**src/rtl/prism_pkg.sv**
```systemverilog
// Shared encodings for the SIT load controller: FSM states, SIT debug addresses,
// and the high-word mask helper.
package prism_pkg;

  typedef enum logic [3:0] {
    S_IDLE,
    S_WAIT_LO,
    S_WR_LO,
    S_WAIT_HI,
    S_WR_HI,
    S_GAP,
    S_VFY_LO,
    S_VFY_HI,
    S_DONE
  } state_t;

  localparam logic [5:0] SIT_ADDR_LO = 6'h10;
  localparam logic [5:0] SIT_ADDR_HI = 6'h14;

  // Only the low (width-32) bits of the high word are real row bits.
  function automatic logic [31:0] hi_mask(input int width);
    logic [63:0] m;
    m = (64'd1 << (width - 32)) - 64'd1;
    return m[31:0];
  endfunction

endpackage

```
**src/rtl/prism_sit_load_ctrl.sv**
```systemverilog
// Streams DEPTH SIT rows (two 32-bit words each) onto the SIT debug bus; the host owns
// the bus while idle. Define PRISM_SIT_VERIFY_EN to read back and check the last row.
module prism_sit_load_ctrl
  import prism_pkg::*;
#(
  parameter int DEPTH = 2,
  parameter int WIDTH = 48
) (
  input  logic        clk,
  input  logic        rst,
  input  logic        start,
  input  logic        abort,
  input  logic        s_valid,
  output logic        s_ready,
  input  logic [31:0] s_data,
  input  logic [5:0]  host_addr,
  input  logic        host_wr,
  input  logic [31:0] host_wdata,
  output logic        host_gnt,
  output logic [5:0]  debug_addr,
  output logic        debug_wr,
  output logic [31:0] debug_wdata,
  input  logic [31:0] debug_rdata,
  output logic        busy,
  output logic        done,
  output logic        err
);

  localparam int          CW      = $clog2(DEPTH + 1);
  localparam logic [31:0] HI_MASK = hi_mask(WIDTH);
  localparam logic [CW-1:0] LAST  = CW'(DEPTH);

  state_t        state, state_nxt;
  logic [CW-1:0] row_cnt;
  logic [CW-1:0] row_inc;
  logic [31:0]   lo_q, hi_q;
  logic          xfer;
  logic          vfy_fail;

  assign xfer    = s_valid & s_ready;
  assign row_inc = row_cnt + 1'b1;
  assign busy    = (state != S_IDLE);
  assign done    = (state == S_DONE) && !abort;

`ifndef PRISM_SIT_VERIFY_EN
  logic unused_rdata;
  assign unused_rdata = ^debug_rdata;
`endif

  // NOTE: sequential state uses non-blocking assignments so every register samples
  // pre-edge values regardless of statement order.
  always_ff @(posedge clk or posedge rst) begin
    if (rst) begin
      state   <= S_IDLE;
      row_cnt <= '0;
      lo_q    <= '0;
      hi_q    <= '0;
      err     <= 1'b0;
    end else begin
      state <= state_nxt;
      if (!abort) begin
        if (state == S_IDLE && start) row_cnt <= '0;
        if (state == S_GAP)           row_cnt <= row_inc;
        if (xfer && state == S_WAIT_LO) lo_q <= s_data;
        if (xfer && state == S_WAIT_HI) hi_q <= s_data & HI_MASK;
      end
      if (abort)                           err <= 1'b1;
      else if (state == S_IDLE && start)   err <= 1'b0;
      else if (vfy_fail)                   err <= 1'b1;
    end
  end

  // NOTE: every output of this block gets a default first, so no path can infer a latch.
  always_comb begin
    state_nxt   = state;
    s_ready     = 1'b0;
    host_gnt    = 1'b0;
    debug_addr  = '0;
    debug_wr    = 1'b0;
    debug_wdata = '0;
    vfy_fail    = 1'b0;

    case (state)
      S_IDLE: begin
        host_gnt    = 1'b1;
        debug_addr  = host_addr;
        debug_wr    = host_wr;
        debug_wdata = host_wdata;
        if (start) state_nxt = S_WAIT_LO;
      end
      S_WAIT_LO: begin
        s_ready = 1'b1;
        if (s_valid) state_nxt = S_WR_LO;
      end
      S_WR_LO: begin
        debug_addr  = SIT_ADDR_LO;
        debug_wr    = 1'b1;
        debug_wdata = lo_q;
        state_nxt   = S_WAIT_HI;
      end
      S_WAIT_HI: begin
        s_ready = 1'b1;
        if (s_valid) state_nxt = S_WR_HI;
      end
      S_WR_HI: begin
        debug_addr  = SIT_ADDR_HI;
        debug_wr    = 1'b1;
        debug_wdata = hi_q;
        state_nxt   = S_GAP;
      end
      S_GAP: begin
`ifdef PRISM_SIT_VERIFY_EN
        state_nxt = (row_inc == LAST) ? S_VFY_LO : S_WAIT_LO;
`else
        state_nxt = (row_inc == LAST) ? S_DONE : S_WAIT_LO;
`endif
      end
`ifdef PRISM_SIT_VERIFY_EN
      S_VFY_LO: begin
        debug_addr = SIT_ADDR_LO;
        vfy_fail   = (debug_rdata != lo_q);
        state_nxt  = S_VFY_HI;
      end
      S_VFY_HI: begin
        debug_addr = SIT_ADDR_HI;
        vfy_fail   = (debug_rdata != hi_q);
        state_nxt  = S_DONE;
      end
`endif
      S_DONE:  state_nxt = S_IDLE;
      default: state_nxt = S_IDLE;
    endcase

    // Abort wins over everything, including a start seen in IDLE.
    if (abort) begin
      state_nxt = S_IDLE;
      debug_wr  = 1'b0;
      s_ready   = 1'b0;
    end
  end

endmodule

```
**config.mk**
```make
export PLATFORM = sky130hd
export DESIGN_NAME = prism_sit_load_ctrl
export DESIGN_NICKNAME = d
export VERILOG_FILES = /design/src/rtl/prism_pkg.sv /design/src/rtl/prism_sit_load_ctrl.sv
export SDC_FILE = /design/constraint.sdc
export NUM_CORES = 1
export LEC_CHECK = 0
export CELL_PAD_IN_SITES_DETAIL_PLACEMENT = 1
export CELL_PAD_IN_SITES_GLOBAL_PLACEMENT = 2
export CORE_UTILIZATION = 23
export CTS_CLUSTER_DIAMETER = 40
export DETAILED_ROUTE_END_ITERATION = 8
export PLACE_DENSITY_LB_ADDON = 0.1
export SYNTH_ARGS = -nofsm -noshare
export SYNTH_HDL_FRONTEND = slang
export SYNTH_SLANG_ARGS = --single-unit
```
**constraint.sdc**
```tcl
create_clock -name clk -period 2.7 [get_ports clk]
set_input_delay 0.405 -clock clk [delete_from_list [all_inputs] [get_ports clk]]
set_output_delay 0.405 -clock clk [all_outputs]
set_load 0.005 [all_outputs]
```
# Word level (Yosys, flattened, before mapping)

Cells that the tools add are included.

Output and inout bits: 44
Register bits after elaboration: 55
RAM bits: 0
Memories: 0
Memory bits (read-only): 0
Word-level logic and storage cells: 50
Latch bits: 0

Shift-type cells: 0
Muxes and demuxes: 17
Equal/unequal tests: 10
Div/mod/pow operators: 0
Add/subtract/negate cells: 1
Multipliers: 0
Bitwise logic cells: 2
Reductions and logical operators: 15
Magnitude comparators: 0

Operators with widths:

| cell                                                                   | count |
|---|---|
| 32-bit one-hot mux with 3 select lines                                 | 1 |
| 4-bit one-hot mux with 6 select lines                                  | 1 |
| 4-bit 2-to-1 mux                                                       | 5 |
| 6-bit one-hot mux with 3 select lines                                  | 1 |
| 3-bit inequality test (second input constant)                          | 3 |
| 4-bit by 2-bit equality test with 1-bit output (second input constant) | 2 |
| 4-bit by 3-bit equality test with 1-bit output (second input constant) | 2 |
| 1-bit 2-to-1 mux                                                       | 6 |
| 2-bit AND reduction                                                    | 3 |
| 4-bit by 1-bit equality test with 1-bit output (second input constant) | 1 |
| 4-bit equality test (second input constant)                            | 1 |
| 1-bit logical AND                                                      | 4 |
| 4-bit logical NOT                                                      | 1 |
| 2-bit 2-to-1 mux                                                       | 2 |
| 2-bit nonzero test                                                     | 2 |
| 4-bit nonzero test                                                     | 1 |
| 2-bit OR reduction                                                     | 2 |
| 3-bit AND reduction                                                    | 1 |
| 2-bit by 1-bit adder with 2-bit output (second input constant)         | 1 |
| 2-bit equality test (second input constant)                            | 1 |
| 1-bit one-hot mux with 2 select lines                                  | 1 |
| 1-bit bitwise AND                                                      | 1 |
| 1-bit logical NOT                                                      | 1 |
| 1-bit NOT                                                              | 1 |

# Depth between registers and ports, before layout

Gate-level depths: netlist of the first run.

Depth in word-level cells: 7
Gate-level depth with buffers: 7
Depth with buffers taken out: 5

# Worst setup path before layout of the first run

Ideal clock, no wire load.

Kind: register -> output
Start point: register state[0]
End point: output port debug_wdata[1]
Stages on the path, launching flop included: 6
Path buffers: 2
Path slack: 0.672 ns
Data arrival time: 1.623 ns
Cells stage by stage: dfrtp_1 buf_2 nor4b_2 clkbuf_1 a222oi_1 inv_1

Cells in the longest elaborated chain, start to end: 2
Elaborated cells between the ends (all ways): 4
Those cells by class: eq/ne (2); mux (1); reduce/logical (1)

Ends and longest elaborated chain:

| what                                                                   | RTL line                  | RTL |
|---|---|---|
| start, declared                                                        | prism_sit_load_ctrl.sv:33 | `state_t state, state_nxt;` |
| start signal, assigned                                                 | prism_sit_load_ctrl.sv:60 | `state <= state_nxt;` |
| 4-bit by 3-bit equality test with 1-bit output (tied with other cells) | prism_sit_load_ctrl.sv:83 | `case (state)` |
| 32-bit one-hot mux with 3 select lines *                               | prism_sit_load_ctrl.sv:83 |  |
| end, declared                                                          | prism_sit_load_ctrl.sv:22 | `output logic [31:0] debug_wdata,` |

Mark *: on every way between the ends. The rest lies on a longest branch, timed or not.

# Worst setup path in the final report of the first run

Start point: register state[3]
End point: output port debug_wr

Cells in the longest elaborated chain, start to end: 4
Elaborated cells between the ends (all ways): 6
Those cells by class: eq/ne (2); mux (2); reduce/logical (2)

Ends and longest elaborated chain:

| what                                                                                                                    | RTL line                   | RTL |
|---|---|---|
| 4-bit by 3-bit equality test with 1-bit output / 4-bit by 2-bit equality test with 1-bit output (equally long branches) | prism_sit_load_ctrl.sv:83  |  |
| 2-bit OR reduction (no line)                                                                                            | n/a                        |  |
| 1-bit one-hot mux with 2 select lines *                                                                                 | prism_sit_load_ctrl.sv:83  |  |
| 1-bit 2-to-1 mux *                                                                                                      | prism_sit_load_ctrl.sv:135 | `if (abort) begin` |
| end, declared                                                                                                           | prism_sit_load_ctrl.sv:21  | `output logic debug_wr,` |

Marked as above.

==> results of run 1 <==
-- power groups by stage --
stage / sequential [mW] / clock, mW / combinational, mW
floorplan: 1.30 / 0 / 0.643
global placement: 1.37 / 0 / 1.12
detailed placement: 1.37 / 0 / 1.15
CTS: 1.36 / 0.744 / 1.15
global route: 1.40 / 0.779 / 1.23
finish: 1.36 / 0.716 / 1.13
-- layout make-up --
type / instances / area, sq um
multi-input cells: 123 / 1232
clock inverters: 1 / 30.03
flip-flops and latches: 55 / 1378
well taps: 143 / 178.9
clock buffers: 6 / 128.9
fillers: 1279 / 7257
repair buffers: 134 / 1333
inverters: 20 / 76.32
-- layout by cell type (no fill, tap or decap), types with 3 or more instances in the layout --
master / instances
sky130_fd_sc_hd__a222oi_1: 16
sky130_fd_sc_hd__a22o_1: 16
sky130_fd_sc_hd__and2_1: 5
sky130_fd_sc_hd__buf_4: 12
sky130_fd_sc_hd__clkbuf_16: 5
sky130_fd_sc_hd__clkdlybuf4s50_1: 119
sky130_fd_sc_hd__dfrtp_1: 54
sky130_fd_sc_hd__inv_1: 18
sky130_fd_sc_hd__mux2_1: 3
sky130_fd_sc_hd__mux2_2: 35
sky130_fd_sc_hd__mux2_4: 10
sky130_fd_sc_hd__nand2_1: 5
sky130_fd_sc_hd__nor2_1: 3
-- worst reg2reg max path, cell delays in order (launching register included) --
cell                       delay, ns
sky130_fd_sc_hd__dfrtp_1        0.48
sky130_fd_sc_hd__buf_4          0.21
sky130_fd_sc_hd__or4b_4         0.56
sky130_fd_sc_hd__clkinv_2       0.09
sky130_fd_sc_hd__and3_1         0.20
sky130_fd_sc_hd__buf_12         0.18
sky130_fd_sc_hd__mux2_2         0.36
-- cell families after synthesis --
group | count (synthesis) | synth area share, %
AOI/OAI and AO/OA | 44 | 14.16
xor gates and xnor gates | 1 | 0.3147
adders and majority gates | 1 | 0.4494
buffers and inverters | 38 | 7.235
DFF | 55 | 49.44
muxes | 48 | 20.76
and+or+nand+nor | 29 | 7.640
-- layer usage --
metal | wire [um] | GRT usage (%) | up-vias
li1 | - | - | 1046
met1 | 3625 | 16.79 | 1150
met2 | 4027 | 23.31 | 64
met3 | 446 | 3.078 | 5
met4 | 71 | 2.933 | 0
met5 | 0 | 0 | -
-- flip-flops by register name (all words and copies together), names as in the netlist --
signal,count
lo_q,32
hi_q,16
state,4
err,1
row_cnt,2
-- final timing paths --
kind	endpoint	slack, ns	cells past startpoint
worst max-delay path	debug_wr	0.14	5
worst min-delay path	err$_DFFE_PP0P_	0.49	1
worst max register to register	hi_q[9]$_DFFE_PP0P_	0.52	6
worst min register to register	err$_DFFE_PP0P_	0.49	1
max in group asynchronous	hi_q[13]$_DFFE_PP0P_	1.46	3
min in group asynchronous	lo_q[28]$_DFFE_PP0P_	0.55	2
-- through the flow --
stage               std cells  setup slack, ns  hold WS (ns)  cell area (sq um)
floorplan                 216           0.6723        0.4651               2784
global placement          475           0.3155        0.4771               4193
detailed placement        475           0.3072        0.4843               4193
CTS                       482          0.04768        0.5037               4352
global route              482          0.02595        0.5084               4357
finish                    482           0.1409        0.4927               4357
==> results.md, run 1 <==
Synth:
- Among all cell types in the netlist, the one instantiated most often is sky130_fd_sc_hd__dfrtp_1.
- After synthesis, the netlist uses 37 different library cells.
- After synthesis, the cell types taking the most area are sky130_fd_sc_hd__dfrtp_1, sky130_fd_sc_hd__mux2_2, sky130_fd_sc_hd__a222oi_1.
- The cell count after synthesis came out at 216.
- The share of synthesized registers carrying an async set or reset is 100.0%.
- In this run, synthesis inferred 0 flip-flops with an integrated enable.
- The synthesized area per cell is 12.89 sq um.
- The net count of the mapped netlist is 325.
- The most area-hungry cell type in the Yosys netlist is sky130_fd_sc_hd__dfrtp_1.
- After synthesis, the largest area contributor takes up 49.44% of total cell area.
- Ranked by instance count, the synthesized netlist is headed by sky130_fd_sc_hd__dfrtp_1, sky130_fd_sc_hd__mux2_2, sky130_fd_sc_hd__inv_1.
- The flip-flop and latch count after synthesis is 55.
- The share of the yosys chip area belonging to registers is 49.44%.
- The mapped netlist covers 2784 sq um.
- The total of warnings raised by yosys is 0.
- The most common flop cell mapped by yosys is sky130_fd_sc_hd__dfrtp_1.

Status:
- The flow ran to the end, but the final reports show violations.
- The checks that failed: design-rule violations.

Setup path:
- In this run the critical register-to-register path is launched from state[3]$_DFFE_PP0P_.
- The standard cell with the maximum stage delay on the critical path is sky130_fd_sc_hd__clkdlybuf4s50_1.
- The critical path goes through nor4_4 -> buf_12 -> a211oi_1 -> nor2_1 -> clkdlybuf4s50_1.
- The critical path required time is 2.30 ns.
- The start point of the critical path is state[3]$_DFFE_PP0P_.
- STA classifies the critical path endpoint as a primary output.
- The kind of start point of the critical path is a flip-flop.
- Of all nets on the critical path, the largest fanout is 31.
- For this run, the slowest stage of the critical path takes 0.51 ns.
- Data on the critical path arrives at its endpoint at 2.15 ns.
- Broken down by cell family, the worst path's largest delay share belongs to buffers and inverters.
- The setup path with the least slack is of type reg -> out.
- The number of buffers and inverters on the critical path is 2.

Pwr:
- Power comes to 3.204 mW.
- Of the total power, combinational logic draws 35.2%.
- In this run, flip-flops and latches consume 42.4% of the power.
- The clock network is responsible for 22.4% of the overall power.
- The total power density per cell area is 735.4 nW/um^2.
- The cell-internal power is 2.343 mW.
- The switching power of the nets is 0.8614 mW.
- VDD sags by at most 270.9 uV.
- Of the total power, the share spent switching nets is 26.88%.
- Summed over all cells, the static leakage comes to 1.920 nW.

Final layout:
- At the end of the flow the core is filled with cells to 37.51%.
- The number of nets in the layout is 448.
- The number of antenna diodes in the final layout is 0.
- The growth of design area from synthesis to finish is 56.49%.
- In the final layout, the share of cells above drive strength 1 is 21.83%.

Route:
- After detailed routing, the average wire length per cell comes to 16.95 um.
- The first detailed-routing pass took 6 iterations.
- After the first detailed-routing iteration, the DRC count stood at 127.
- The final routed DRC violation total is 4.
- The sum of routed wire length over all layers is 8.171 mm.
- Using the TritonRoute via totals, the vias-per-cell ratio works out to 4.699.
- The count of nets left with antenna violations once routing finished came out at 0.
- The routed via count is 2265.

Floorplanning:
- The overall die width is 112.0 um.
- The count of standard-cell rows is 39.
- The boundary pin count is 152.
- The standard cell core area is 11610 sq um.
- The floorplan step set the die height to 112.0 um.
- Once the floorplan was initialized, standard cells occupied 23.97% of the core.
- The floorplan die area is 12550 sq um.

Global routing:
- The number of antenna violations at the first check in global routing came to 0.
- The number of global-route vias before repair came to 2488.
- Entering global routing, the biggest net connects 33 pins.
- The first global-routing pass estimated 13.05 mm of wire.
- The global route total overflow is 0.
- The combined global-route utilization of all metal layers is 13.35%.

Job:
- Max-cap violations in this run came to 0.

Timing:
- The number of failing hold endpoints at the final stage is 0.
- For this run, the top clock speed supported by timing is 390.8 MHz.
- Setup violations remaining at the end of the flow were counted as 0.
- The share of the cycle needed by the critical path after routing is 94.78%.
- The transition time at the pin with the least slew margin is 0.7090 ns.
- The final setup skew is 0.007745 ns.
- The minimum period implied by the final worst setup slack is 2.559 ns.
- In this run the tightest slew margin relative to its limit is 52.67%.
- The max-slew violation count is 0.
- After routing, the total negative slack on setup checks comes to 0 ns.
- Setup repair after global routing left no endpoint under its margin.

Placement:
- Detailed placement finished with a half-perimeter wire length of 5.770 mm.
- At the end of routability-driven placement, the weighted congestion stood at 0.6980.
- Port buffering added 119 buffers.

Clocking:
- The clock sink total is 55.
- The clock reaches the later pin of the worst-skew pair after 0.29 ns.
- The clock transition at the registers of the reported paths is 0.06 ns.
- The number of hold buffers added after CTS is 0.
- The maximum level of the CTS H-tree is 2.
- The clock tree from TritonCTS is yes.
- In this run the post-CTS setup repair buffer count came out at 0.
- Clock tree synthesis inserted a total of 5 buffers.
- The tree is rooted in a sky130_fd_sc_hd__clkbuf_16.
- The post-cts repair resize count is 0.
- The clock passes through at most 2 buffers.

Min path:
- The start point of the worst hold path is err$_DFFE_PP0P_.
- The min-delay analysis places its worst path in the category reg -> reg.
(Power assumes the default switching activity.)
==> inputs of run 2 (changes only) <==
ABC_AREA = 1   (was not set)
CORE_UTILIZATION = 21   (was 23)
CTS_BUF_LIST = sky130_fd_sc_hd__clkbuf_4   (was not set)
==> results.md, run 2 <==
Status:
- The run finished with clean final reports.

Clocking:
- TritonCTS built the clock tree.
- The maximum buffer depth of the clock tree is 2.
- The maximum level of the CTS H-tree is 2.
- After clock tree synthesis, the clock-pin slew on the worst setup and hold paths is 0.17 ns.
- The root cell of the clock tree is sky130_fd_sc_hd__clkbuf_4.
- For the worst-skew pair, the clock arrives at the later sink with an insertion delay of 0.40 ns.
- The clock buffer count from CTS is 5.
- Counting every sink on the clock net gives 55.

Final layout:
- The largest registers in the layout are lo_q (32), hi_q (16), state (4).
- Compared with the post-synthesis result, the final layout area differs by 53.80%.
- Counting the fill cells in the layout gives 1599.
- Leaving out filler cells and counting taps, the final layout contains 674.
- In the layout the commonest cells are sky130_fd_sc_hd__nand2_1, sky130_fd_sc_hd__clkdlybuf4s50_1, sky130_fd_sc_hd__dfrtp_1.
- The register containing the most flip-flops in the final layout is lo_q.
- The register with the most flip-flops in the layout has 32 of them.
- The number of antenna diodes in the final layout is 0.
- The most frequent standard cell in the layout excluding fill and tap cells is sky130_fd_sc_hd__nand2_1.
- The number of nets in the layout is 607.
- The utilization after layout is 33.47%.
- The post-route netlist has 8.635% of its cells at a drive strength greater than 1.
- After routing the design area is 4486 sq um.

Setup path:
- STA classifies the critical path endpoint as a primary output.
- The highest net fanout along the worst path is 9.
- The arrival time of the worst setup path is 2.20 ns.
- STA classifies the critical path startpoint as a flip-flop.
- STA puts the critical path data required time at 2.30 ns.
- The register-to-register setup slack is 0.88 ns.
- The critical path start-end classification is reg -> out.

Synth:
- Counting instances in the post-synthesis netlist gives the leading cell types as sky130_fd_sc_hd__nand2_1, sky130_fd_sc_hd__dfrtp_1, sky130_fd_sc_hd__nand4_1.
- The total of warnings raised by yosys is 0.
- The number of nets in the synthesized netlist is 490.
- The flip-flop and latch count after synthesis is 55.
- The most used flip-flop cell after synthesis is sky130_fd_sc_hd__dfrtp_1.
- The count of distinct cell types in the synthesized netlist is 24.
- After technology mapping, the gate count stands at 381.
- The number of enable flip-flop cells after synthesis is 0.
- Of the post-synthesis cell area, the dominant cell type holds 47.19%.
- By area the synthesized netlist is led by sky130_fd_sc_hd__dfrtp_1, sky130_fd_sc_hd__nand2_1, sky130_fd_sc_hd__nand4_1.
- Counting flops with an async set or reset pin after synthesis yields a share of 100.0%.
- The share of the yosys chip area belonging to registers is 47.19%.
- A synthesized cell averages 7.655 sq um.
- In the post-synthesis netlist, the cell with the most instances is sky130_fd_sc_hd__nand2_1.
- The most area-hungry cell type in the Yosys netlist is sky130_fd_sc_hd__dfrtp_1.
- The cell area after technology mapping is 2917 sq um.

Floorplanning:
- In this run the horizontal extent of the chip is 119.9 um.
- The height of the chip is 119.9 um.
- The floorplan die area is 14360 sq um.
- The initial cell density of the core is 21.76%.
- The boundary pin count is 152.
- After floorplanning, the core was sized to cover 13400 sq um.
- The count of standard-cell rows is 42.

Timing:
- In the finished design, the share of the clock period the worst path needs comes to 96.60%.
- The max-slew violation count is 0.
- In this run the tightest slew margin relative to its limit is 57.64%.
- Setup violations remaining at the end of the flow were counted as 0.
- After layout, the minimum clock period comes to 2.608 ns.
- The number of failing hold endpoints at the final stage was 0.
- The transition time at the pin with the least slew margin is 0.6354 ns.
- The accumulated negative setup slack is 0 ns.
- The clock arrives with 0.02698 ns of skew.
- Setup repair after global routing could not meet its margin everywhere.
- For this run, the top clock speed supported by timing is 383.4 MHz.

Pwr:
- The cell leakage power is 2.100 nW.
- Across the VDD grid, the largest voltage drop is 202.2 uV.
- The total power density per cell area is 709.4 nW/um^2.

Route:
- The count of nets left with antenna violations once routing finished came out at 0.
- The final routed DRC violation total is 0.
- After detailed routing, the average wire length per cell comes to 16.70 um.
- After detailed routing, the number of vias per cell comes to 4.610.
- The sum of routed wire length over all layers is 11.26 mm.
- The number of DRC markers in iteration 0 is 110.
- The number of iterations in the first detailed-routing pass is 4.
- The routed via count is 3107.

Placement:
- Once detailed placement completed, the half-perimeter wirelength came to 7.204 mm.
- The instance area after placement is 4303 sq um.
- The congestion estimate from routability-driven global placement came to 0.8154.
- The cell count after placement is 662.
- The count of buffers from port buffering is 119.

Global routing:
- The combined global-route utilization of all metal layers is 15.85%.
- The number of antenna violations at the first check in global routing was 0.
- Global routing finished with a remaining overflow of 0.
- The pin count of the biggest net entering global routing is 38.
- The number of global-route vias before repair is 3278.
- The first-pass GRT wire length is 17.64 mm.

Min path:
- The class of the tightest hold or removal check is in -> async.

Job:
- Max-cap violations in this run came to 0.
## run 2: changes by cell type in the layout (fill, tap and decap cells not counted), sizes merged, moves of 4 or more
| cell | before | now |
|---|---|---|
| mux2 | 48 | 0 |
| a222oi | 16 | 0 |
| nand2 | 5 | 162 |
| inv | 19 | 15 |
| and2 | 5 | 0 |
| buf | 15 | 19 |
| nand4 | 0 | 49 |
| nand3 | 0 | 26 |
| nor2 | 3 | 16 |
## run 2: what timing repair did
action	in CTS	in global routing
resized for setup	8	12
buffers inserted	3	0
gates cloned	0	2
pin swaps	0	1
hold buffers	0	0
setup endpoints to repair	40	37
## run 2: critical path, cell delays in order (launching register included)
cell                              delay, ns
sky130_fd_sc_hd__dfrtp_2               0.50
sky130_fd_sc_hd__inv_2                 0.09
sky130_fd_sc_hd__nand2_2               0.09
sky130_fd_sc_hd__nor2_4                0.22
sky130_fd_sc_hd__buf_4                 0.22
sky130_fd_sc_hd__nand2_1               0.07
sky130_fd_sc_hd__nand3_1               0.11
sky130_fd_sc_hd__clkdlybuf4s50_1       0.51
## run 2: metal layers
metal  routed length, um  vias up  track usage, %
li1                    -     1510               -
met1                5283     1502           20.54
met2                5301       87           26.77
met3                 589        8           3.707
met4                  83        0           3.281
met5                   0        -               0
## run 2: logic make-up (layout without fill, tap and decap cells)
logic type / after synthesis / after routing / synth area share (%)
AO/OA/AOI/OAI: 21 / 21 / 5.834
AND/OR/NAND/NOR: 259 / 259 / 39.77
flip-flops: 55 / 55 / 47.19
adder cells (fa/ha/maj): 1 / 1 / 0.4289
buffers and inverters: 45 / 162 / 6.778
## run 2: path summary, 6_finish.rpt
| path | from | depth (start not counted) | end |
|---|---|---|---|
| hold reg to reg | lo_q[10]$_DFFE_PP0P_ | 2 | lo_q[10]$_DFFE_PP0P_ |
| setup reg to reg | state[2]$_DFFE_PP0P_ | 7 | hi_q[14]$_DFFE_PP0P_ |
| max in group asynchronous | rst | 3 | lo_q[27]$_DFFE_PP0P_ |
| setup / recovery | state[1]$_DFFE_PP0P_ | 7 | debug_wdata[15] |
| min in group clk | lo_q[10]$_DFFE_PP0P_ | 2 | lo_q[10]$_DFFE_PP0P_ |
| hold / removal | rst | 2 | lo_q[12]$_DFFE_PP0P_ |
## run 2: cell type report
class / count / area, sq um / area share (%)
tap: 176 / 220.2 / 4.909
clock buffer: 5 / 37.54 / 0.8368
multi-input combinational: 281 / 1363 / 30.38
inverter: 16 / 62.56 / 1.395
clock inverter: 2 / 13.76 / 0.3068
sequential: 55 / 1379 / 30.74
timing repair buffer: 139 / 1410 / 31.44
## run 2: power breakdown
part           leakage, nW  internal [mW]  total [mW]  switching, mW
clock               0.0310         0.0977       0.382          0.285
combinational         1.37          0.728        1.40          0.671
sequential           0.701           1.18        1.40          0.218
## run 2: metrics by stage
stage          hold slack, ns  power, mW  setup WS [ns]
6_report               0.4012      3.182        0.09172
5_1_grt                0.4610      3.452       -0.02785
4_1_cts                0.4193      3.145       0.006303
3_5_place_dp           0.4586      2.712         0.2768
2_1_floorplan          0.4422      2.029         0.9521
3_3_place_gp           0.4554      2.690         0.2983
==> inputs of run 3 (changes only) <==
CTS_BUF_LIST = not set   (was sky130_fd_sc_hd__clkbuf_4)
SLEW_MARGIN = 10   (was not set)
==> results.md, run 3 (same netlist as run 2, synthesis figures left out) <==
Status:
- The run finished with clean final reports.

Final layout:
- The growth of design area from synthesis to finish is 52.72%.
- The fraction of layout instances using a drive strength above 1 is 6.288%.
- The fill cell instance count of the final layout is 1600.
- The largest registers in the layout are lo_q (32), hi_q (16), state (4).
- The library cell used most frequently in the layout, excluding fill and tap cells, is sky130_fd_sc_hd__nand2_1.
- The number of antenna repair diodes is 0.
- The number of nets in the layout is 602.
- The flip-flop count of the largest register after layout is 32.
- The utilization after layout is 33.24%.
- The register containing the most flip-flops in the final layout is lo_q.
- Leaving out fill and tap cells, the most frequent cells in the layout are sky130_fd_sc_hd__nand2_1, sky130_fd_sc_hd__clkdlybuf4s50_1, sky130_fd_sc_hd__dfrtp_1.

Min path:
- The worst hold path begins at hi_q[0]$_DFFE_PP0P_.
- The min-delay analysis places its worst path in the category reg -> reg.
- The number of cells on the worst hold path is 2.

Clocking:
- The clock tree from TritonCTS is yes.
- The buffer count from post-CTS setup fixing is 0.
- The source-to-sink clock delay at the later pin of the worst-skew pair is 0.30 ns.
- Counting every sink on the clock net gives 55.
- The maximum level of the CTS H-tree is 2.
- The clock buffer count from CTS is 5.
- The longest clock path from root to sink contains 2 buffers.
- The tree is rooted in a sky130_fd_sc_hd__clkbuf_16.
- The clock transition at the registers of the reported paths is 0.07 ns.

Floorplanning:
- The boundary pin count is 152.
- In this run the standard cell core region covers 13400 sq um.
- The initial cell density of the core is 21.76%.
- The count of standard-cell rows is 42.
- The die covers 14360 sq um.
- Measured along the y axis, the die boundary spans 119.9 um.
- The die is 119.9 um wide.

Placement:
- Routability-driven placement finished with a final weighted congestion of 0.8154.
- Port buffering added 119 buffers.
- Detailed placement finished with a half-perimeter wire length of 7.204 mm.

Pwr:
- The worst-case IR drop observed on VDD is 307.2 uV.
- The design draws 3.327 mW.
- The total power density per cell area is 747.0 nW/um^2.
- For this design the static power due to leakage is 2.080 nW.

Global routing:
- The combined global-route utilization of all metal layers is 15.85%.
- The pin count of the biggest net entering global routing is 38.
- The number of global-route vias before repair is 3262.
- The number of antenna violations at the first check in global routing is 0.
- The first global-routing pass estimated 17.60 mm of wire.
- The global route total overflow is 0.

Route:
- The sum of routed wire length over all layers is 10.68 mm.
- The final routed DRC violation total is 0.
- The via count normalized by instance count is 4.599.
- The routed via count is 3077.
- The number of antenna-violating nets in the routed design is 0.
- The number of iterations in the first detailed-routing pass is 4.
- In this run, the number of DRC markers left after iteration 0 of detailed routing was 92.
- After detailed routing, the average wire length per cell comes to 15.96 um.

Setup path:
- At the worst endpoint, the required time is 2.30 ns.
- The highest net fanout along the worst path is 37.
- The path depth of the worst reg2reg path is 7.
- Data arrives at the worst endpoint at 2.15 ns.
- The kind of start point of the critical path is a flip-flop.
- The standard cell with the maximum stage delay on the critical path is sky130_fd_sc_hd__dfrtp_2.
- The most critical setup path has its startpoint at state[1]$_DFFE_PP0P_.
- The worst register-to-register path begins at state[1]$_DFFE_PP0P_.
- The critical path goes through inv_1 -> buf_4 -> o211ai_1 -> nor2_1 -> clkdlybuf4s50_1.
- The worst setup path is captured at a primary output.
- On the worst path, the slowest cell contributes a delay of 0.50 ns.
- The critical path start-end classification is reg -> out.

Timing:
- The worst hold slack after final layout is 0.4734 ns.
- Dividing the final minimum period by the clock period gives 94.52%.
- The max-slew violation count is 0.
- The maximum clock frequency is 391.8 MHz.
- The final number of setup-violating endpoints is 0.
- The transition time at the pin with the least slew margin is 0.6328 ns.
- The number of failing hold endpoints at the final stage is 0.
- For the final database, setup skew stands at 0.01006 ns.
- The routed design could run at a clock period as short as 2.552 ns.
- The worst-case headroom to the max-slew limit is 57.75%.

Job:
- The number of violations of the max-capacitance limit is 0.
## run 3: changes by cell type in the layout (fill, tap and decap cells not counted), sizes merged
| cell | change |
|---|---|
| clkbuf | -2 |
| clkdlybuf4s50 | +1 |
| buf | -3 |
| dlymetal6s2s | -1 |
## run 3: repair_timing
| action | 4_1_cts | 5_1_grt |
|---|---|---|
| setup endpoints to repair | 6 | 27 |
| resized for setup | 1 | 3 |
| hold buffers | 0 | 0 |
| hold endpoints to repair | 0 | 0 |
## run 3: path summary, 6_finish.rpt
path,slack (ns),to
max,0.15,debug_addr[4]
min,0.47,hi_q[0]$_DFFE_PP0P_
max reg2reg,0.76,row_cnt[1]$_DFFE_PP0P_
min reg2reg,0.47,hi_q[0]$_DFFE_PP0P_
max in group asynchronous,1.48,lo_q[28]$_DFFE_PP0P_
min in group asynchronous,0.53,lo_q[12]$_DFFE_PP0P_
## run 3: final cells by class
cell class / count / area (sq um) / share of cell area, %
flip-flops and latches: 55 / 1378 / 30.93
multi-input cells: 281 / 1348 / 30.25
repair buffers: 134 / 1310 / 29.41
well taps: 176 / 220.2 / 4.944
clock buffers: 5 / 125.1 / 2.809
inverters: 16 / 60.06 / 1.348
clock inverters: 2 / 13.76 / 0.3090
## run 3: worst max-delay path, delay by kind of cell, from the launching register on
| kind | cells | cell delay (ns) |
|---|---|---|
| buf+inv | 3 | 1.02 |
| flops | 1 | 0.50 |
| compound gates | 1 | 0.19 |
| simple gates | 1 | 0.13 |
## run 3: power by group
group          total, mW  internal [mW]  switching (mW)
combinational       1.28          0.655           0.621
sequential          1.41           1.19           0.218
clock              0.646          0.340           0.306
total               3.33           2.18            1.14
## run 3: metal layers
layer,vias to the layer above,global-route usage [%],routed length (um)
li1,1498,-,-
met1,1484,20.42,4991
met2,87,26.55,4988
met3,8,3.945,612
met4,0,3.672,87
met5,-,0,0
## run 3: metrics by stage
| stage | setup TNS [ns] | area (sq um) | setup WS, ns | instances |
|---|---|---|---|---|
| 3_3_place_gp | 0 | 4303 | 0.2983 | 662 |
| 6_report | 0 | 4454 | 0.1479 | 669 |
| 2_1_floorplan | 0 | 2917 | 0.9521 | 381 |
| 3_5_place_dp | 0 | 4303 | 0.2768 | 662 |
| 4_1_cts | 0 | 4446 | 0.03463 | 669 |
| 5_1_grt | -0.01123 | 4454 | -0.01123 | 669 |
